--- config.mk ---
export PLATFORM = sky130hd
export DESIGN_NAME = bcd_conv_scheduler
export DESIGN_NICKNAME = d
export VERILOG_FILES = /design/src/rtl/bcd_pkg.sv /design/src/rtl/bcd_dabble_core.sv /design/src/rtl/bcd_conv_scheduler.sv
export SDC_FILE = /design/constraint.sdc
export NUM_CORES = 1
export LEC_CHECK = 0
export BUFFER_PORTS_ARGS = -buffer_cell sky130_fd_sc_hd__buf_2
export CAP_MARGIN = 40
export CORE_MARGIN = 5
export CORE_UTILIZATION = 45
export CTS_CLUSTER_SIZE = 12
export DETAILED_ROUTE_END_ITERATION = 8
export PLACE_DENSITY = 0.7
export SLEW_MARGIN = 20
export SYNTH_ARGS = -nofsm -noshare
export SYNTH_HDL_FRONTEND = slang
export SYNTH_SLANG_ARGS = --single-unit
--- constraint.sdc ---
create_clock -name sys_clk -period 2.46 [get_ports sys_clk]
set_input_delay 0.369 -clock sys_clk [delete_from_list [all_inputs] [get_ports sys_clk]]
set_output_delay 0.369 -clock sys_clk [all_outputs]
set_load 0.03 [all_outputs]
--- src/rtl/bcd_pkg.sv ---
// Shared types and constants for the binary-to-BCD conversion slice.
// Imported by the dabble core and the requester scheduler.
package bcd_pkg;

  typedef enum logic [1:0] {
    IDLE = 2'd0,
    CONV = 2'd1,
    RESP = 2'd2
  } state_t;

  localparam int NIBBLE_CORR_THRESH = 5;

  // Decimal digits needed to hold 2^w - 1.
  function automatic int digits_for_width(input int w);
    longint unsigned v;
    int d;
    v = (64'd1 << w) - 64'd1;
    d = 0;
    for (int i = 0; i < 20; i++) begin
      if (v != 0) begin
        d++;
        v = v / 10;
      end
    end
    return (d == 0) ? 1 : d;
  endfunction

endpackage

--- src/rtl/bcd_dabble_core.sv ---
// Sequential shift-and-add-3 engine: one iteration per cycle.
// Holds the finished BCD value until the next start.
module bcd_dabble_core
  import bcd_pkg::*;
#(
  parameter int DATA_W     = 8,
  parameter int BCD_DIGITS = 3
) (
  input  logic                    sys_clk,
  input  logic                    sys_rst_n,
  input  logic                    start_i,
  input  logic [DATA_W-1:0]       operand_i,
  output logic                    done_o,
  output logic [4*BCD_DIGITS-1:0] bcd_o
);

  localparam int IT_W = $clog2(DATA_W) + 1;
  localparam int BW   = 4 * BCD_DIGITS;

  logic [DATA_W-1:0] bin_q;
  logic [BW-1:0]     bcd_q;
  logic [BW-1:0]     corr;
  logic [IT_W-1:0]   iter_q;
  logic              run_q;

  always_comb begin
    corr = '0;
    for (int d = 0; d < BCD_DIGITS; d++) begin
      if (bcd_q[4*d +: 4] >= 4'(NIBBLE_CORR_THRESH))
        corr[4*d +: 4] = bcd_q[4*d +: 4] + 4'd3;
      else
        corr[4*d +: 4] = bcd_q[4*d +: 4];
    end
  end

  // High on the edge that performs the final iteration.
  assign done_o = run_q && (iter_q == IT_W'(DATA_W - 1));
  assign bcd_o  = bcd_q;

  always_ff @(posedge sys_clk or negedge sys_rst_n) begin
    if (!sys_rst_n) begin
      bin_q  <= '0;
      bcd_q  <= '0;
      iter_q <= '0;
      run_q  <= 1'b0;
    end else if (start_i) begin
      bin_q  <= operand_i;
      bcd_q  <= '0;
      iter_q <= '0;
      run_q  <= 1'b1;
    end else if (run_q) begin
      bcd_q  <= {corr[BW-2:0], bin_q[DATA_W-1]};
      bin_q  <= {bin_q[DATA_W-2:0], 1'b0};
      iter_q <= iter_q + 1'b1;
      if (done_o)
        run_q <= 1'b0;
    end
  end

endmodule

--- src/rtl/bcd_conv_scheduler.sv ---
// Round-robin front end sharing one dabble core among requesters,
// with a backpressured response port.
module bcd_conv_scheduler
  import bcd_pkg::*;
#(
  parameter int NUM_REQ    = 4,
  parameter int DATA_W     = 8,
  parameter int BCD_DIGITS = 3,
  parameter int ID_W       = 2
) (
  input  logic                      sys_clk,
  input  logic                      sys_rst_n,
  input  logic [NUM_REQ-1:0]        req_valid,
  input  logic [NUM_REQ*DATA_W-1:0] req_data,
  output logic [NUM_REQ-1:0]        req_ready,
  output logic                      rsp_valid,
  input  logic                      rsp_ready,
  output logic [ID_W-1:0]           rsp_id,
  output logic [4*BCD_DIGITS-1:0]   rsp_bcd,
  output logic                      busy,
  output logic [15:0]               conv_count
);

  localparam int CW = ID_W + 1;

  state_t            state_q, state_d;
  logic [ID_W-1:0]   rr_ptr_q, rr_ptr_d;
  logic [ID_W-1:0]   rsp_id_q;
  logic [15:0]       cnt_q;
  logic [ID_W-1:0]   grant;
  logic              grant_vld;
  logic [CW-1:0]     cand;
  logic [DATA_W-1:0] operand;
  logic              accept;
  logic              core_done;

  always_comb begin
    grant     = '0;
    grant_vld = 1'b0;
    cand      = '0;
    for (int k = 0; k < NUM_REQ; k++) begin
      cand = {1'b0, rr_ptr_q} + CW'(k);
      if (cand >= CW'(NUM_REQ))
        cand = cand - CW'(NUM_REQ);
      if (!grant_vld && req_valid[cand[ID_W-1:0]]) begin
        grant_vld = 1'b1;
        grant     = cand[ID_W-1:0];
      end
    end
  end

  always_comb begin
    operand = '0;
    for (int i = 0; i < NUM_REQ; i++)
      if (grant == ID_W'(i))
        operand = req_data[i*DATA_W +: DATA_W];
  end

  assign accept = (state_q == IDLE) && grant_vld;

  // Gated by reset so the grant is silent while reset is held.
  assign req_ready = (accept && sys_rst_n)
                   ? ({{(NUM_REQ-1){1'b0}}, 1'b1} << grant)
                   : '0;

  assign rr_ptr_d = (grant == ID_W'(NUM_REQ - 1))
                  ? '0 : grant + 1'b1;

  always_comb begin
    state_d = state_q;
    unique case (state_q)
      IDLE:    if (accept)    state_d = CONV;
      CONV:    if (core_done) state_d = RESP;
      RESP:    if (rsp_ready) state_d = IDLE;
      default:                state_d = IDLE;
    endcase
  end

  always_ff @(posedge sys_clk or negedge sys_rst_n) begin
    if (!sys_rst_n) begin
      state_q  <= IDLE;
      rr_ptr_q <= '0;
      rsp_id_q <= '0;
      cnt_q    <= '0;
    end else begin
      state_q <= state_d;
      if (accept) begin
        rr_ptr_q <= rr_ptr_d;
        rsp_id_q <= grant;
      end
      if (state_q == RESP && rsp_ready && cnt_q != 16'hFFFF)
        cnt_q <= cnt_q + 16'd1;
    end
  end

  bcd_dabble_core #(
    .DATA_W     (DATA_W),
    .BCD_DIGITS (BCD_DIGITS)
  ) u_core (
    .sys_clk   (sys_clk),
    .sys_rst_n (sys_rst_n),
    .start_i   (accept),
    .operand_i (operand),
    .done_o    (core_done),
    .bcd_o     (rsp_bcd)
  );

  assign rsp_valid  = (state_q == RESP);
  assign rsp_id     = rsp_id_q;
  assign busy       = (state_q != IDLE);
  assign conv_count = cnt_q;

endmodule

==> metrics, run 1 <==
Top Family by Delay on Critical Path=simple AND/OR/NAND/NOR gates; areal power density over the cells=1140 mW/mm²; Sequential Power Share=34.2%; largest driver fanout on the critical path=9; number of rows in the core area=28; initial antenna violation count=0; Final Instance Area=0.00337 mm²; signal arrival time at the worst endpoint=2.01 ns; via count of the first global-routing pass=2238; number of synthesized flops with an enable pin=0; status=finished, final reports clean; reg2reg setup slack=0.22 ns; clock-pin transition on the worst setup and hold timing paths=0.08 ns; depth of the worst register-to-register path=11; global-route usage over all layers=16.0%; DP HPWL=4510 µm; setup-violating endpoint count in the final report=0; total area of multi-input combinational cells=0.00149 mm²; area taken by flip-flops and latches=0.00118 mm²; worst-case clock buffer depth=2; timing-limited maximum frequency=0.421 GHz; data required time at the worst endpoint=2.09 ns; antenna viol nets, final=0; CTS HTree Levels=2; total via count after detailed routing=2333; CP Cell Sequence=nor2b_1, a21oi_1, o221ai_1, nor2_2, inv_1, ha_2, and3_1, buf_2; Max stage delay cell, worst path=sky130_fd_sc_hd__dfrtp_1; effective utilization at floorplan=46.4%; number of diodes added for antenna fixing=0; async set-or-reset flop fraction in the synthesized netlist=100%; io pins=75; final standard cell utilization of the core=56.6%; warning count from the yosys run=0; endpoints failing hold=0; Syn Nets=353; total of max-cap violations=0; Placeable Area=0.00596 mm²; area of placed instances=0.00324 mm²; Worst Hold Class=primary input to asynchronous set/reset pin; die boundary width=88.4 µm; mean post-synth cell area=9.15 µm²; library cell used as clock root buffer=sky130_fd_sc_hd__clkbuf_8; CTS Buf Count=5; clock network power share=14.2%; router iterations before antenna repair=5; global-route wire length before repair=9990 µm; unrepaired setup endpoints after global routing=yes; Startpoint Class=register; DRC marker count from the first detailed-route iteration=106; Port Buffer Count=74; critical path type=register to output pin; top library cells by usage in the layout, fill and taps aside=sky130_fd_sc_hd__buf_2 (74), sky130_fd_sc_hd__dfrtp_1 (47), sky130_fd_sc_hd__a21oi_1 (35); maximum number of pins on one net before global-route repair=48; shortest period the worst path allows=2.37 ns; Routed WL=6030 µm; endpoint type of the worst setup path=output pin; Wirelength per Cell=13.3 µm; share of post-route cells with drive strength above 1=28.5%; drt via density=5.14; Num Clock Sinks=47; Critical path buffers and inverters=2; portion of the post-synthesis area used by sequential elements=42.6%; number of remaining DRC errors=0; most common flop cell mapped by yosys=sky130_fd_sc_hd__dfrtp_1; most common cell after layout, fill and taps aside=sky130_fd_sc_hd__buf_2; weighted congestion reported at the end of routability-driven placement=0.832; power dissipated by switching net loads=1.66 mW; Post-Syn Area=0.00276 mm²; switching portion of total power=43.1%; worst rel slew slack=60.1%; reg2reg start=rr_ptr_q[0]; static leakage power=1.75 nW; peak supply drop=693 µV; cell count after synthesis=302; final number of max-transition violations=0; clock insertion delay at the later pin of the skew report=0.30 ns; vertical die dimension=88.4 µm; combinational share of power=51.6%; fin crit share=96.5%; Fin Clk Skew=0.00354 ns; measured slew at the worst slew-check pin=0.598 ns; Cell variety after synth=42; clock tree from TritonCTS=yes; fill count=571; internal power summed over all cells=2.19 mW; area growth from synthesis to layout=21.9%; largest incremental delay on the critical path=0.40 ns; die footprint=0.00781 mm²; total congestion overflow after global routing=0; Worst R2R End=u_core.bin_q[7]; count of state elements after synthesis=47; net count of the finished layout=430
## kinds of logic after synthesis
logic type	after synthesis	synth area share (%)
buf+inv	28	4.12
xor+xnor	21	6.65
simple gates	113	22.0
fa+ha+maj	12	5.43
mux	15	5.48
flops	47	42.6
compound gates	66	13.7
## per-layer routing
layer  wire length, µm  track usage [%]  share of wire [%]  vias up
met1              2800             21.6                 46     1074
met5                 0                0                  0        -
li1                  -                -                  -     1199
met4                80             5.49                1.3        0
met2              2920             26.4                 48       51
met3               232             2.23                3.8        9
## power groups by stage
stage / clock network (mW) / registers, mW / logic (mW)
detailed placement: 0 / 1.33 / 1.97
finish: 0.547 / 1.32 / 1.99
global route: 0.592 / 1.36 / 2.24
global placement: 0 / 1.32 / 1.92
floorplan: 0 / 1.49 / 1.30
CTS: 0.566 / 1.32 / 1.99
## registers in the layout (all words and copies together), names as in the netlist
name / flops
rr_ptr_q: 2
u_core.bcd_o: 12
conv_count: 16
u_core.iter_q: 4
state_q: 2
u_core.bin_q: 8
u_core.run_q: 1
rsp_id: 2
## cells in the mapped netlist (2+ instances only)
library cell               instances  area (µm²)
sky130_fd_sc_hd__o21ai_0          11        55.1
sky130_fd_sc_hd__nand3_1           9        45.0
sky130_fd_sc_hd__nand2b_1          4        25.0
sky130_fd_sc_hd__a22oi_1           7        52.6
sky130_fd_sc_hd__nand2_1          33         124
sky130_fd_sc_hd__nand4_1           5        31.3
sky130_fd_sc_hd__a21oi_1          35         175
sky130_fd_sc_hd__nor2b_1           2        12.5
sky130_fd_sc_hd__nand3b_1          7        52.6
sky130_fd_sc_hd__xor2_1            8        70.1
sky130_fd_sc_hd__xnor2_1          13         114
sky130_fd_sc_hd__or3_1             2        12.5
sky130_fd_sc_hd__or2_2             8        50.1
sky130_fd_sc_hd__inv_1            15        56.3
sky130_fd_sc_hd__dfrtp_1          47        1180
sky130_fd_sc_hd__nor3b_1           2        15.0
sky130_fd_sc_hd__o22ai_1           4        25.0
sky130_fd_sc_hd__a211oi_1          4        30.0
sky130_fd_sc_hd__mux2i_1          14         140
sky130_fd_sc_hd__clkbuf_1          7        26.3
sky130_fd_sc_hd__and3_1            8        50.1
sky130_fd_sc_hd__nor2_1           23        86.3
sky130_fd_sc_hd__ha_1             12         150
sky130_fd_sc_hd__buf_2             4        20.0
## worst max path at each step
stage / startpoint / end / slack [ns] / cells after the start
2_1_floorplan: req_valid[1] / req_ready[2] / 0.15 / 7
3_3_place_gp: rr_ptr_q[0] / u_core.bin_q[4] / 0.19 / 11
3_5_place_dp: req_valid[3] / u_core.bin_q[6] / 0.08 / 11
4_1_cts: rr_ptr_q[0] / req_ready[2] / 0.02 / 8
5_1_grt: rr_ptr_q[0] / req_ready[1] / -0.06 / 7
6_report: rr_ptr_q[0] / req_ready[0] / 0.09 / 8
## through the flow
step | setup TNS [ns] | cells | hold WS (ns) | setup WS, ns | power [mW]
6_report | 0 | 454 | 0.247 | 0.0856 | 3.85
5_1_grt | -0.102 | 454 | 0.265 | -0.0599 | 4.19
4_1_cts | 0 | 454 | 0.257 | 0.0225 | 3.87
3_5_place_dp | 0 | 446 | 0.469 | 0.0807 | 3.30
3_3_place_gp | 0 | 446 | 0.476 | 0.185 | 3.23
2_1_floorplan | 0 | 302 | 0.0734 | 0.146 | 2.79
## repair_timing
| item | 4_1_cts | 5_1_grt |
|---|---|---|
| endpoints found under the setup margin | 2 | 9 |
| gates resized for setup | 2 | 3 |
| pin swaps | 1 | 2 |
| buffers inserted | 1 | 0 |
| hold buffers | 0 | 0 |
| hold endpoints to repair | 0 | 0 |
## final cells by class
class                           instances  share of cell area [%]
Clock inverter                          1                   0.891
Inverter                               15                    1.67
Clock buffer                            6                    2.15
Multi-Input combinational cell        227                    44.2
Timing Repair Buffer                   83                    13.4
Tap cell                               75                    2.78
Sequential cell                        47                    34.9
No activity file was read; power rests on OpenSTA's default activity.
==> run 2, diff against run 1 <==
Settings changed: BUFFER_PORTS_ARGS -buffer_cell sky130_fd_sc_hd__buf_2 to -buffer_cell sky130_fd_sc_hd__buf_4.
==> run 2 against run 1 <==
Clock power fell by 1%. Routed wire length rose by 6.3%. Sequential share of layout area fell by 2.1 points. Combinational power rose by 8%. Maximum frequency rose by 0.22%. Register-to-register slack got worse by 0.07 ns. Largest cell class unchanged. Largest power group unchanged. Highest routed layer unchanged.
==> metrics, run 2 (synthesis results as in run 1) <==
max reg flops=16 (unchanged); routing usage on met1=21.3% (was 21.6%); peak supply drop=696 µV (was 693 µV); total of max-cap violations=0 (unchanged); via count of the first global-routing pass=2260 (was 2238); DRC marker count from the first detailed-route iteration=90 (was 106); clock tree from TritonCTS=yes (unchanged); endpoint type of the worst setup path=output pin (unchanged); grt met2 use=29.2% (was 26.4%); power dissipated by switching net loads=1.69 mW (was 1.66 mW); static leakage power=1.81 nW (was 1.75 nW); die footprint=0.00781 mm² (unchanged); Num Clock Sinks=47 (unchanged); fin crit share=96.3% (was 96.5%); top library cells by usage in the layout, fill and taps aside=sky130_fd_sc_hd__buf_4 (85), sky130_fd_sc_hd__dfrtp_1 (47), sky130_fd_sc_hd__a21oi_1 (34) (was sky130_fd_sc_hd__buf_2 (74), sky130_fd_sc_hd__dfrtp_1 (47), sky130_fd_sc_hd__a21oi_1 (35)); effective utilization at floorplan=46.4% (unchanged); number of rows in the core area=28 (unchanged); shortest period the worst path allows=2.37 ns (about the same); share of post-route cells with drive strength above 1=29.8% (was 28.5%); post-route total power=4.01 mW (was 3.85 mW); CTS Hold Bufs=0 (unchanged); CTS Buf Count=5 (unchanged); die boundary width=88.4 µm (unchanged); Setup TNS=0 ns (unchanged); internal power summed over all cells=2.32 mW (was 2.19 mW); measured slew at the worst slew-check pin=0.673 ns (was 0.598 ns); setup-violating endpoint count in the final report=0 (unchanged); worst-case clock buffer depth=2 (unchanged); clock-pin transition on the worst setup and hold timing paths=0.09 ns (was 0.08 ns); global-route usage over all layers=16.7% (was 16.0%); weighted congestion reported at the end of routability-driven placement=0.849 (was 0.832); total congestion overflow after global routing=0 (unchanged); net count of the finished layout=433 (was 430); clock insertion delay at the later pin of the skew report=0.30 ns (about the same); Wirelength per Cell=14.0 µm (was 13.3 µm); most used routing layer=met2 (unchanged); worst hold slack after final layout=0.206 ns (was 0.247 ns); CTS HTree Levels=2 (unchanged); Startpoint Class=register (unchanged); data required time at the worst endpoint=2.09 ns (about the same); switching portion of total power=42.2% (was 43.1%); number of diodes added for antenna fixing=0 (unchanged); signal arrival time at the worst endpoint=2.00 ns (was 2.01 ns); final number of max-transition violations=0 (unchanged); maximum number of pins on one net before global-route repair=48 (unchanged); endpoints failing hold=0 (unchanged); Routed WL=6420 µm (was 6030 µm); vertical die dimension=88.4 µm (unchanged); router iterations before antenna repair=4 (was 5); fill count=529 (was 571); Placeable Area=0.00596 mm² (unchanged); initial antenna violation count=0 (unchanged); drt via density=5.15 (was 5.14); clock network power share=13.4% (was 14.2%); critical path type=register to output pin (unchanged); status=finished, final reports clean (unchanged); Fin Clk Skew=0.0130 ns (was 0.00354 ns); number of remaining DRC errors=0 (unchanged); Sequential Power Share=33.3% (was 34.2%); combinational share of power=53.3% (was 51.6%); global-route wire length before repair=10300 µm (was 9990 µm); largest driver fanout on the critical path=5 (was 9); Port Buffer Count=74 (unchanged); most common cell after layout, fill and taps aside=sky130_fd_sc_hd__buf_4 (was sky130_fd_sc_hd__buf_2); routing usage on met3=2.42% (was 2.23%); worst rel slew slack=55.2% (was 60.1%); DP HPWL=4870 µm (was 4510 µm); area growth from synthesis to layout=29.9% (was 21.9%); timing-limited maximum frequency=0.422 GHz (was 0.421 GHz); antenna viol nets, final=0 (unchanged); total via count after detailed routing=2352 (was 2333); library cell used as clock root buffer=sky130_fd_sc_hd__clkbuf_8 (unchanged); areal power density over the cells=1120 mW/mm² (was 1140 mW/mm²); io pins=75 (unchanged); Worst Hold Class=primary input to asynchronous set/reset pin (unchanged)
-- run 2: changes by cell type in the layout (fill, tap and decap cells not counted), sizes merged --
cell and delta:
buf +3
-- run 2: layout make-up --
cell class | instances | area (µm²) | share of cell area [%]
Multi-Input combinational cell | 227 | 1500 | 41.9
Timing Repair Buffer | 86 | 658 | 18.3
Tap cell | 75 | 93.8 | 2.61
Clock inverter | 1 | 30.0 | 0.837
Clock buffer | 6 | 72.6 | 2.02
Inverter | 15 | 56.3 | 1.57
Sequential cell | 47 | 1180 | 32.8
-- run 2: per-stage QoR --
step                      std cells  util [%]  cell area, µm²  setup WS [ns]
after detailed placement        446      57.6            3430         0.0668
after global placement          446      57.6            3430          0.176
final                           457      60.3            3590         0.0908
after CTS                       453      59.4            3540        0.00761
after floorplan                 302         -            2760          0.146
after global routing            457      60.3            3590        -0.0296
-- run 2: routing by layer --
| layer | up-vias | wire length (µm) | share of wire (%) |
|---|---|---|---|
| met5 | - | 0 | 0 |
| met4 | 0 | 78 | 1.2 |
| met3 | 8 | 187 | 2.9 |
| met2 | 41 | 3290 | 51 |
| met1 | 1097 | 2860 | 45 |
| li1 | 1206 | - | - |
-- run 2: power by group through the flow --
stage / combinational [mW] / clock, mW / sequential (mW)
after floorplan: 1.30 / 0 / 1.49
after global placement: 2.00 / 0 / 1.33
after detailed placement: 2.07 / 0 / 1.35
after CTS: 2.09 / 0.553 / 1.33
after global routing: 2.38 / 0.592 / 1.38
final: 2.14 / 0.539 / 1.33
-- run 2: final timing paths --
path                             start          endpoint  slack, ns  cells past startpoint
setup reg to reg           rr_ptr_q[0]   u_core.bin_q[6]       0.15                     11
setup / recovery           rr_ptr_q[0]      req_ready[2]       0.09                      8
min in group sys_clk         rsp_ready        state_q[1]       0.25                      2
hold reg to reg              rsp_id[0]         rsp_id[0]       0.52                      1
hold / removal               sys_rst_n  u_core.iter_q[1]       0.21                      2
max in group asynchronous    sys_rst_n     conv_count[8]       1.85                      2
-- run 2: what timing repair did --
action                     4_1_cts  5_1_grt
pin swaps                        1        1
hold endpoints to repair         0        0
resized for setup                3        5
setup buffers                    0        4
setup endpoints to repair        3       10
-- run 2: worst max-delay path: stages (launching register included) --
cell and delay (ns):
sky130_fd_sc_hd__dfrtp_1 0.40, sky130_fd_sc_hd__nor2b_2 0.17, sky130_fd_sc_hd__a21oi_2 0.12, sky130_fd_sc_hd__o221ai_2 0.13
sky130_fd_sc_hd__nor2_2 0.19, sky130_fd_sc_hd__inv_1 0.11, sky130_fd_sc_hd__ha_1 0.27, sky130_fd_sc_hd__and3_1 0.16
sky130_fd_sc_hd__buf_4 0.16
==> run 3, diff against run 2 <==
Settings changed: BUFFER_PORTS_ARGS -buffer_cell sky130_fd_sc_hd__buf_4 to not set, DONT_BUFFER_PORTS set to 1, PLACE_DENSITY 0.7 to not set.
==> run 3 against run 2 <==
Maximum frequency is essentially flat. Total power fell by 3.4%. Global-route usage fell by 0.51 points. Via count fell by 7.8%. Utilization down 7.3 points. Non-clock buffer count fell by 67. Critical path depth is 1 lower. First-iteration DRC count increased by 43%. Routed wire length is 5.8% lower. Combinational power shrank 20%. Critical path type unchanged.
==> metrics, run 3 (synthesis results as in run 1) <==
Setup TNS=0 ns (unchanged); Fin Clk Skew=0.00937 ns (was 0.0130 ns); antenna viol nets, final=0 (unchanged); weighted congestion reported at the end of routability-driven placement=0.873 (was 0.849); initial antenna violation count=1 (was 0); total congestion overflow after global routing=0 (unchanged); number of remaining DRC errors=0 (unchanged); unrepaired setup endpoints after global routing=yes; total via count after detailed routing=2168 (was 2352); maximum number of pins on one net before global-route repair=48 (unchanged); area of placed instances=0.00288 mm² (was 0.00343 mm²); uppermost metal layer occupied by signal nets=met4 (unchanged); share of post-route cells with drive strength above 1=14.9% (was 29.8%); io pins=75 (unchanged); clock-pin transition on the worst setup and hold timing paths=0.09 ns (about the same); setup-violating endpoint count in the final report=0 (unchanged); amount of wire on met2 after detailed routing=2850 µm (was 3290 µm); library cell used as clock root buffer=sky130_fd_sc_hd__clkbuf_8 (unchanged); router iterations before antenna repair=4 (unchanged); fill count=567 (was 529); static leakage power=1.49 nW (was 1.81 nW); shortest period the worst path allows=2.37 ns (about the same); total of max-cap violations=0 (unchanged); Num Clock Sinks=47 (unchanged); net count of the finished layout=366 (was 433); Routed WL=6040 µm (was 6420 µm); Placeable Area=0.00596 mm² (unchanged); endpoints failing hold=0 (unchanged); Final Instance Area=0.00315 mm² (was 0.00359 mm²); Startpoint Class=register (unchanged); peak supply drop=563 µV (was 696 µV); fin crit share=96.3% (about the same); global-route usage over all layers=16.2% (was 16.7%); total area of multi-input combinational cells=0.00153 mm² (was 0.00150 mm²); endpoint type of the worst setup path=output pin (unchanged); signal arrival time at the worst endpoint=2.00 ns (about the same); drt via density=5.54 (was 5.15); M1 WL=2700 µm (was 2860 µm); data required time at the worst endpoint=2.09 ns (about the same); measured slew at the worst slew-check pin=0.580 ns (was 0.673 ns); effective utilization at floorplan=46.4% (unchanged); final number of max-transition violations=0 (unchanged); areal power density over the cells=1230 mW/mm² (was 1120 mW/mm²); number of diodes added for antenna fixing=0 (unchanged); top library cells by usage in the layout, fill and taps aside=sky130_fd_sc_hd__dfrtp_1 (47), sky130_fd_sc_hd__a21oi_1 (35), sky130_fd_sc_hd__nand2_1 (33) (was sky130_fd_sc_hd__buf_4 (85), sky130_fd_sc_hd__dfrtp_1 (47), sky130_fd_sc_hd__a21oi_1 (34)); area growth from synthesis to layout=14.1% (was 29.9%); largest driver fanout on the critical path=15 (was 5); max reg flops=16 (unchanged); Worst Hold Class=primary input to register (was primary input to asynchronous set/reset pin); clock insertion delay at the later pin of the skew report=0.30 ns (about the same); CTS Buf Count=5 (unchanged); global-route wire length before repair=10000 µm (was 10300 µm); die boundary width=88.4 µm (unchanged); Port Buffer Count=0 (was 74); status=finished, final reports clean (unchanged); vertical die dimension=88.4 µm (unchanged); worst rel slew slack=61.2% (was 55.2%); Wirelength per Cell=15.4 µm (was 14.0 µm); amount of wire on met3 after detailed routing=428 µm (was 187 µm); CTS HTree Levels=2 (unchanged); clock tree from TritonCTS=yes (unchanged); area taken by flip-flops and latches=0.00118 mm² (unchanged); via count of the first global-routing pass=2188 (was 2260); die footprint=0.00781 mm² (unchanged); post-route total power=3.87 mW (was 4.01 mW); worst-case clock buffer depth=2 (unchanged); DP HPWL=4230 µm (was 4870 µm); DRC marker count from the first detailed-route iteration=129 (was 90); most common cell after layout, fill and taps aside=sky130_fd_sc_hd__dfrtp_1 (was sky130_fd_sc_hd__buf_4); critical path type=register to output pin (unchanged); timing-limited maximum frequency=0.422 GHz (about the same); number of rows in the core area=28 (unchanged)
run 3: critical path: stages, from the launching register on:
cell,delay (ns)
sky130_fd_sc_hd__dfrtp_1,0.41
sky130_fd_sc_hd__nand2b_1,0.17
sky130_fd_sc_hd__o22ai_1,0.19
sky130_fd_sc_hd__o22ai_2,0.14
sky130_fd_sc_hd__inv_1,0.19
sky130_fd_sc_hd__ha_4,0.25
sky130_fd_sc_hd__and3_1,0.18
sky130_fd_sc_hd__buf_4,0.16
run 3: worst paths after layout:
kind | start | endpoint | slack, ns | cells after the start
hold / removal | rsp_ready | state_q[1] | 0.15 | 1
hold reg to reg | state_q[0] | state_q[1] | 0.53 | 1
max in group asynchronous | sys_rst_n | u_core.bcd_o[2] | 1.66 | 2
setup / recovery | rr_ptr_q[1] | req_ready[2] | 0.09 | 7
setup reg to reg | rr_ptr_q[0] | u_core.bin_q[5] | 0.15 | 12
min in group asynchronous | sys_rst_n | u_core.bcd_o[1] | 0.58 | 2
run 3: through the flow:
stage	util (%)	hold WS, ns	setup WS, ns	cells
after global placement	48.3	0.0750	0.207	374
after global routing	53.0	0.133	-0.0160	391
after floorplan	-	0.0734	0.146	302
after detailed placement	48.3	0.0752	0.144	374
final	53.0	0.146	0.0910	391
after CTS	51.1	0.130	0.00584	384
run 3: cell type report:
type | instances | share of cell area [%]
repair buffers | 19 | 5.63
well taps | 75 | 2.98
multi-input cells | 227 | 48.5
clock inverters | 2 | 1.23
clock buffers | 6 | 2.62
flip-flops and latches | 47 | 37.3
inverters | 15 | 1.79
run 3: metal layers:
layer	vias to the layer above	global-route usage, %
met2	68	26.7
li1	1077	-
met4	0	4.95
met3	4	5.21
met5	-	0
met1	1019	20.3
run 3: power breakdown:
part | internal (mW) | switching [mW]
combinational | 0.827 | 0.888
clock | 0.334 | 0.264
sequential | 1.03 | 0.527
run 3: repair_timing:
| item | in CTS | in global routing |
|---|---|---|
| buffers inserted | 0 | 7 |
| hold buffers | 2 | 0 |
| resized for setup | 4 | 6 |
| hold endpoints to repair | 47 | 0 |
| endpoints found under the setup margin | 4 | 4 |
| pin swaps | 0 | 1 |
